[src/rtl/hazard_ctrl.sv]
// rtl/hazard_ctrl.sv - pipeline hazard unit: load-use/branch/memory-wait stalls, flushes and operand forwarding
module hazard_ctrl #(
    parameter int unsigned TIMEOUT = 255
) (
    input  logic        clk,
    input  logic        rst,
    input  logic [4:0]  Rs1D,
    input  logic [4:0]  Rs2D,
    input  logic [4:0]  Rs1E,
    input  logic [4:0]  Rs2E,
    input  logic [4:0]  RdE,
    input  logic [4:0]  RdM,
    input  logic [4:0]  RdW,
    input  logic        RegWriteM,
    input  logic        RegWriteW,
    input  logic [1:0]  ResultSrcE,
    input  logic        PCSrcE,
    input  logic        MemAccessM,
    input  logic        mem_ready,
    output logic        StallF,
    output logic        StallD,
    output logic        StallE,
    output logic        StallM,
    output logic        FlushD,
    output logic        FlushE,
    output logic        FlushW,
    output logic [1:0]  ForwardAE,
    output logic [1:0]  ForwardBE,
    output logic        mem_err,
    output logic [31:0] stall_cnt
);

    typedef enum logic {IDLE, WAIT} state_t;

    localparam logic [7:0] TMO = TIMEOUT[7:0];

    state_t     state;
    state_t     state_nxt;
    logic [7:0] wcnt;
    logic [7:0] wcnt_nxt;
    logic       err_nxt;
    logic       mem_stall_raw;
    logic       lw_stall_raw;
    logic       mem_stall;
    logic       lw_stall;

    always_comb begin
        state_nxt     = state;
        wcnt_nxt      = wcnt;
        err_nxt       = 1'b0;
        mem_stall_raw = 1'b0;
        case (state)
            IDLE: begin
                if (MemAccessM && !mem_ready) begin
                    state_nxt     = WAIT;
                    wcnt_nxt      = 8'd1;
                    mem_stall_raw = 1'b1;
                end
            end
            WAIT: begin
                if (mem_ready) begin
                    state_nxt = IDLE;
                end else if (wcnt == TMO) begin
                    // Give up on the access; the stall releases this cycle, error pulses next.
                    state_nxt = IDLE;
                    err_nxt   = 1'b1;
                end else begin
                    wcnt_nxt      = wcnt + 8'd1;
                    mem_stall_raw = 1'b1;
                end
            end
            default: state_nxt = IDLE;
        endcase
    end

    assign lw_stall_raw = (ResultSrcE == 2'b01) && (RdE != 5'd0) &&
                          ((RdE == Rs1D) || (RdE == Rs2D));

    // Hazard outputs are forced quiet while reset is held.
    assign mem_stall = mem_stall_raw && !rst;
    assign lw_stall  = lw_stall_raw && !rst;

    assign StallF = lw_stall || mem_stall;
    assign StallD = lw_stall || mem_stall;
    assign StallE = mem_stall;
    assign StallM = mem_stall;
    assign FlushD = PCSrcE && !rst && !mem_stall;
    assign FlushE = (lw_stall || (PCSrcE && !rst)) && !mem_stall;
    assign FlushW = mem_stall;

    function automatic logic [1:0] fwd_sel(input logic [4:0] rs);
        if (RegWriteM && (RdM != 5'd0) && (RdM == rs))
            return 2'b10;
        else if (RegWriteW && (RdW != 5'd0) && (RdW == rs))
            return 2'b01;
        else
            return 2'b00;
    endfunction

    assign ForwardAE = fwd_sel(Rs1E);
    assign ForwardBE = fwd_sel(Rs2E);

    always_ff @(posedge clk) begin
        if (rst) begin
            state     <= IDLE;
            wcnt      <= 8'd0;
            mem_err   <= 1'b0;
            stall_cnt <= 32'd0;
        end else begin
            state   <= state_nxt;
            wcnt    <= wcnt_nxt;
            mem_err <= err_nxt;
            if (StallF && (stall_cnt != 32'hFFFF_FFFF))
                stall_cnt <= stall_cnt + 32'd1;
        end
    end

endmodule

[config.mk]
export PLATFORM = sky130hd
export DESIGN_NAME = hazard_ctrl
export DESIGN_NICKNAME = d
export VERILOG_FILES = /design/src/rtl/hazard_ctrl.sv
export SDC_FILE = /design/constraint.sdc
export NUM_CORES = 1
export LEC_CHECK = 0
export BUFFER_PORTS_ARGS = -buffer_cell sky130_fd_sc_hd__clkbuf_2
export CORE_ASPECT_RATIO = 1.2
export CORE_MARGIN = 2
export CORE_UTILIZATION = 45
export DETAILED_ROUTE_END_ITERATION = 10
export PLACE_DENSITY = 0.7
export SYNTH_ARGS = -nofsm -noshare
export SYNTH_HDL_FRONTEND = slang
export SYNTH_SLANG_ARGS = --single-unit
export TNS_END_PERCENT = 1
[constraint.sdc]
create_clock -name clk -period 3.42 [get_ports clk]
set_input_delay 0.513 -clock clk [delete_from_list [all_inputs] [get_ports clk]]
set_output_delay 0.513 -clock clk [all_outputs]
set_load 0.02 [all_outputs]
==> results.md <==
- Max-slew headroom: a little over two fifths
- Crit path time final: 3.01 ns
- H-tree levels: 2
- First-pass GRT wire length: between 9000 and 10000 um
- Drt drc: 0
- Post-CTS Repair Setup Buffers: 0
- Peak supply drop: 0.159 mV
- Share of the synthesized area in the top cell type: about a third
- Mux cell area share after synthesis: 0.840%
- Antenna-violating nets left: 0
- Critical Path End Type: output pin
- Via count of the routed design: 2407
- Synthesized area: 2530 um^2
- PostCTS Resize Cnt: 0
- Root Driver: clkbuf_8
- Clk slew on worst S/H paths: approximately 0.07 ns
- Post-synthesis xor/xnor area fraction: 19.7%
- Top cell type by total area after synthesis: dfxtp_1
- Synth Area in Compound Gates: about 7.5%
- Global route overflow: 0
- First drt pass iteration count: 4
- Die W: 72.5 um
- Cell Pwr Density: 298 nW/um^2
- Status: finished clean
- Critical path fanouts, max: 17
- Period utilization: 88.0%
- Starting Density: 47.2%
- Worst Hold Class: in2reg
- Synth Instances: 296
- CTS Buffer Depth: 2
- Post-synth cell types: between 40 and 50
- Nets: 429
- Die H: 86.2 um
- Inst Count DP: 438
- WP data arrival: between 2 and 3 ns
- DR iter-0 viols: 110
- Sink Count: 42
- WHS Path Cells: 2
- Setup TNS Final: 0 ns
- FILL cells: roughly 510
- Final wirelength: 5930 um
- Skew-Pair Late Insertion Delay: 0.29 ns
- RSZ-0062 raised after global routing: false
- Syn. warnings: 0
- Io pins: between 80 and 90
- Cts bufs inserted: 5
- IO buf count: 87
- Synth-to-layout area growth: 22.1%
- Max-slew violation count: 0
- Sequential-to-total area share from yosys stat: 33.2%
- Pin count of the biggest net entering global routing: 32
- CP Data Required Time: 2.91 ns
- Syn Nets: 342
- Wire per inst: 13.3 um
- TritonCTS clock tree: done
- Reg area: 841 um^2
- Row cnt: 29
- Vias in the first global route: 2259
- Number of max-cap violations: 0
- Post-synthesis adder-cell area fraction: 0.988%
- Fin cells: ~450
- Core Region: between 5000 and 6000 um^2
- Worst-Margin Slew: around 0.85 ns
- Worst Setup SP: wcnt[0]$_SDFFE_PP0P_
- Hold buffer count at CTS: 0
- R2R Path End: stall_cnt[17]$_SDFFE_PP0P_
- Internal reg-to-reg setup slack: 0.59 ns
- Post-synth EDFFs: 0
- Layout cells sized above 1: 29.0%
- CP Launch Type: flip-flop
- Avg Cell Area, Syn: 8.56 um^2
- GRT Overall Usage: 19.4%
- Most common cell in the netlist: dfxtp_1
- Via-to-Cell Ratio: 5.41
- Share of flip-flops with an asynchronous set or reset: 0%
- Setup Viol. Count Final: 0
- Pleak: 1.22 nW
- Synth cell count leaders: dfxtp_1, xnor2_1, nor2_1
- Initial antenna violation count: 0
- Critical Path End: StallF
- Flops & latches, synth: 42
- Final Hold Violating Endpoints: 0
- DIE AREA: 6250 um^2
- Cells on worst reg2reg path: 8
- Setup WS pre-CTS: 0.586 ns
- Top cells by area, synth: dfxtp_1, xnor2_1, xor2_1
- Multi-input gate area: 1610 um^2
- CP Class: reg2out
- Final RePlAce weighted congestion: 0.837
- ANT cells: 0
- R2R Path Start: wcnt[0]$_SDFFE_PP0P_
- Largest family of logic cells by synthesized area: simple AND/OR/NAND/NOR gates
- Fmax: 0.332 GHz
- Setup Skew: a little under 0.007 ns
- Worst setup margin: 0.409 ns
- Ys flop type: dfxtp_1
- Post-DP HPWL: about 4600 um
- Post-Synth Simple-Gate Area: 34.4%
-- how the worst min path moves through the flow --
stage                               from              endpoint  slack [ns]
floorplan           wcnt[0]$_SDFFE_PP0P_  wcnt[0]$_SDFFE_PP0P_        0.46
global placement    wcnt[0]$_SDFFE_PP0P_  wcnt[0]$_SDFFE_PP0P_        0.48
detailed placement  wcnt[0]$_SDFFE_PP0P_  wcnt[0]$_SDFFE_PP0P_        0.49
CTS                                  rst  wcnt[1]$_SDFFE_PP0P_        0.47
global route                         rst  wcnt[1]$_SDFFE_PP0P_        0.47
finish                               rst  wcnt[1]$_SDFFE_PP0P_        0.47
-- per-layer routing --
metal / wire, um / track usage [%] / vias up
met4: 65 / 5.56 / 0
met3: 384 / 4.07 / 6
met1: 2590 / 22.5 / 1084
met2: 2890 / 35.5 / 86
met5: 0 / 0 / -
li1: - / - / 1231
-- registers in the layout, summed over array words and instances (netlist names) --
register	count
stall_cnt	32
state	1
mem_err	1
wcnt	8
-- through the flow --
stage	utilization, %	instance area, um^2	power [mW]	hold slack [ns]
CTS	57.6	3090	0.932	0.467
finish	57.6	3090	0.920	0.468
detailed placement	56.2	3020	0.628	0.488
global route	57.6	3090	0.962	0.467
floorplan	-	2530	0.577	0.458
global placement	56.2	3020	0.627	0.478
-- logic make-up after synthesis --
family | Yosys count
adder cells (fa/ha/maj) | 2
flip-flops | 42
AO/OA/AOI/OAI | 27
buffers and inverters | 18
AND/OR/NAND/NOR | 148
multiplexers | 2
XOR/XNOR | 57
-- placed cells by master (no fill, tap or decap), drive strengths merged, types with 5 or more instances in the layout --
cell	Yosys	routed
a21oi	9	9
and3	5	5
clkbuf	4	94
dfxtp	42	42
inv	7	7
nand2	22	22
nand3	16	16
nand4	11	11
nor2	36	36
nor3	10	10
nor4	17	17
nor4b	5	5
o21ai	6	6
or3	6	6
or4	6	6
xnor2	37	37
xor2	20	20
-- final cells by class --
cell class	count	area share [%]
clock buffers	7	2.47
inverters	7	0.850
multi-input cells	236	51.9
flip-flops and latches	42	27.2
well taps	62	2.51
repair buffers	91	15.0
-- worst max-delay path: stages (launching register included) --
cell	delay [ns]
dfxtp_1	0.37
ha_1	0.24
and3_1	0.23
a311oi_4	0.15
and2_2	0.27
a21oi_2	0.63
inv_1	0.12
clkbuf_2	0.19
-- report_power, final --
part / internal [mW] / total [mW] / switching [mW]
Clock: 0.141 / 0.305 / 0.164
Combinational: 0.0528 / 0.120 / 0.0673
Sequential: 0.491 / 0.496 / 0.00431
Note: power is estimated with default switching activity, not from simulation.
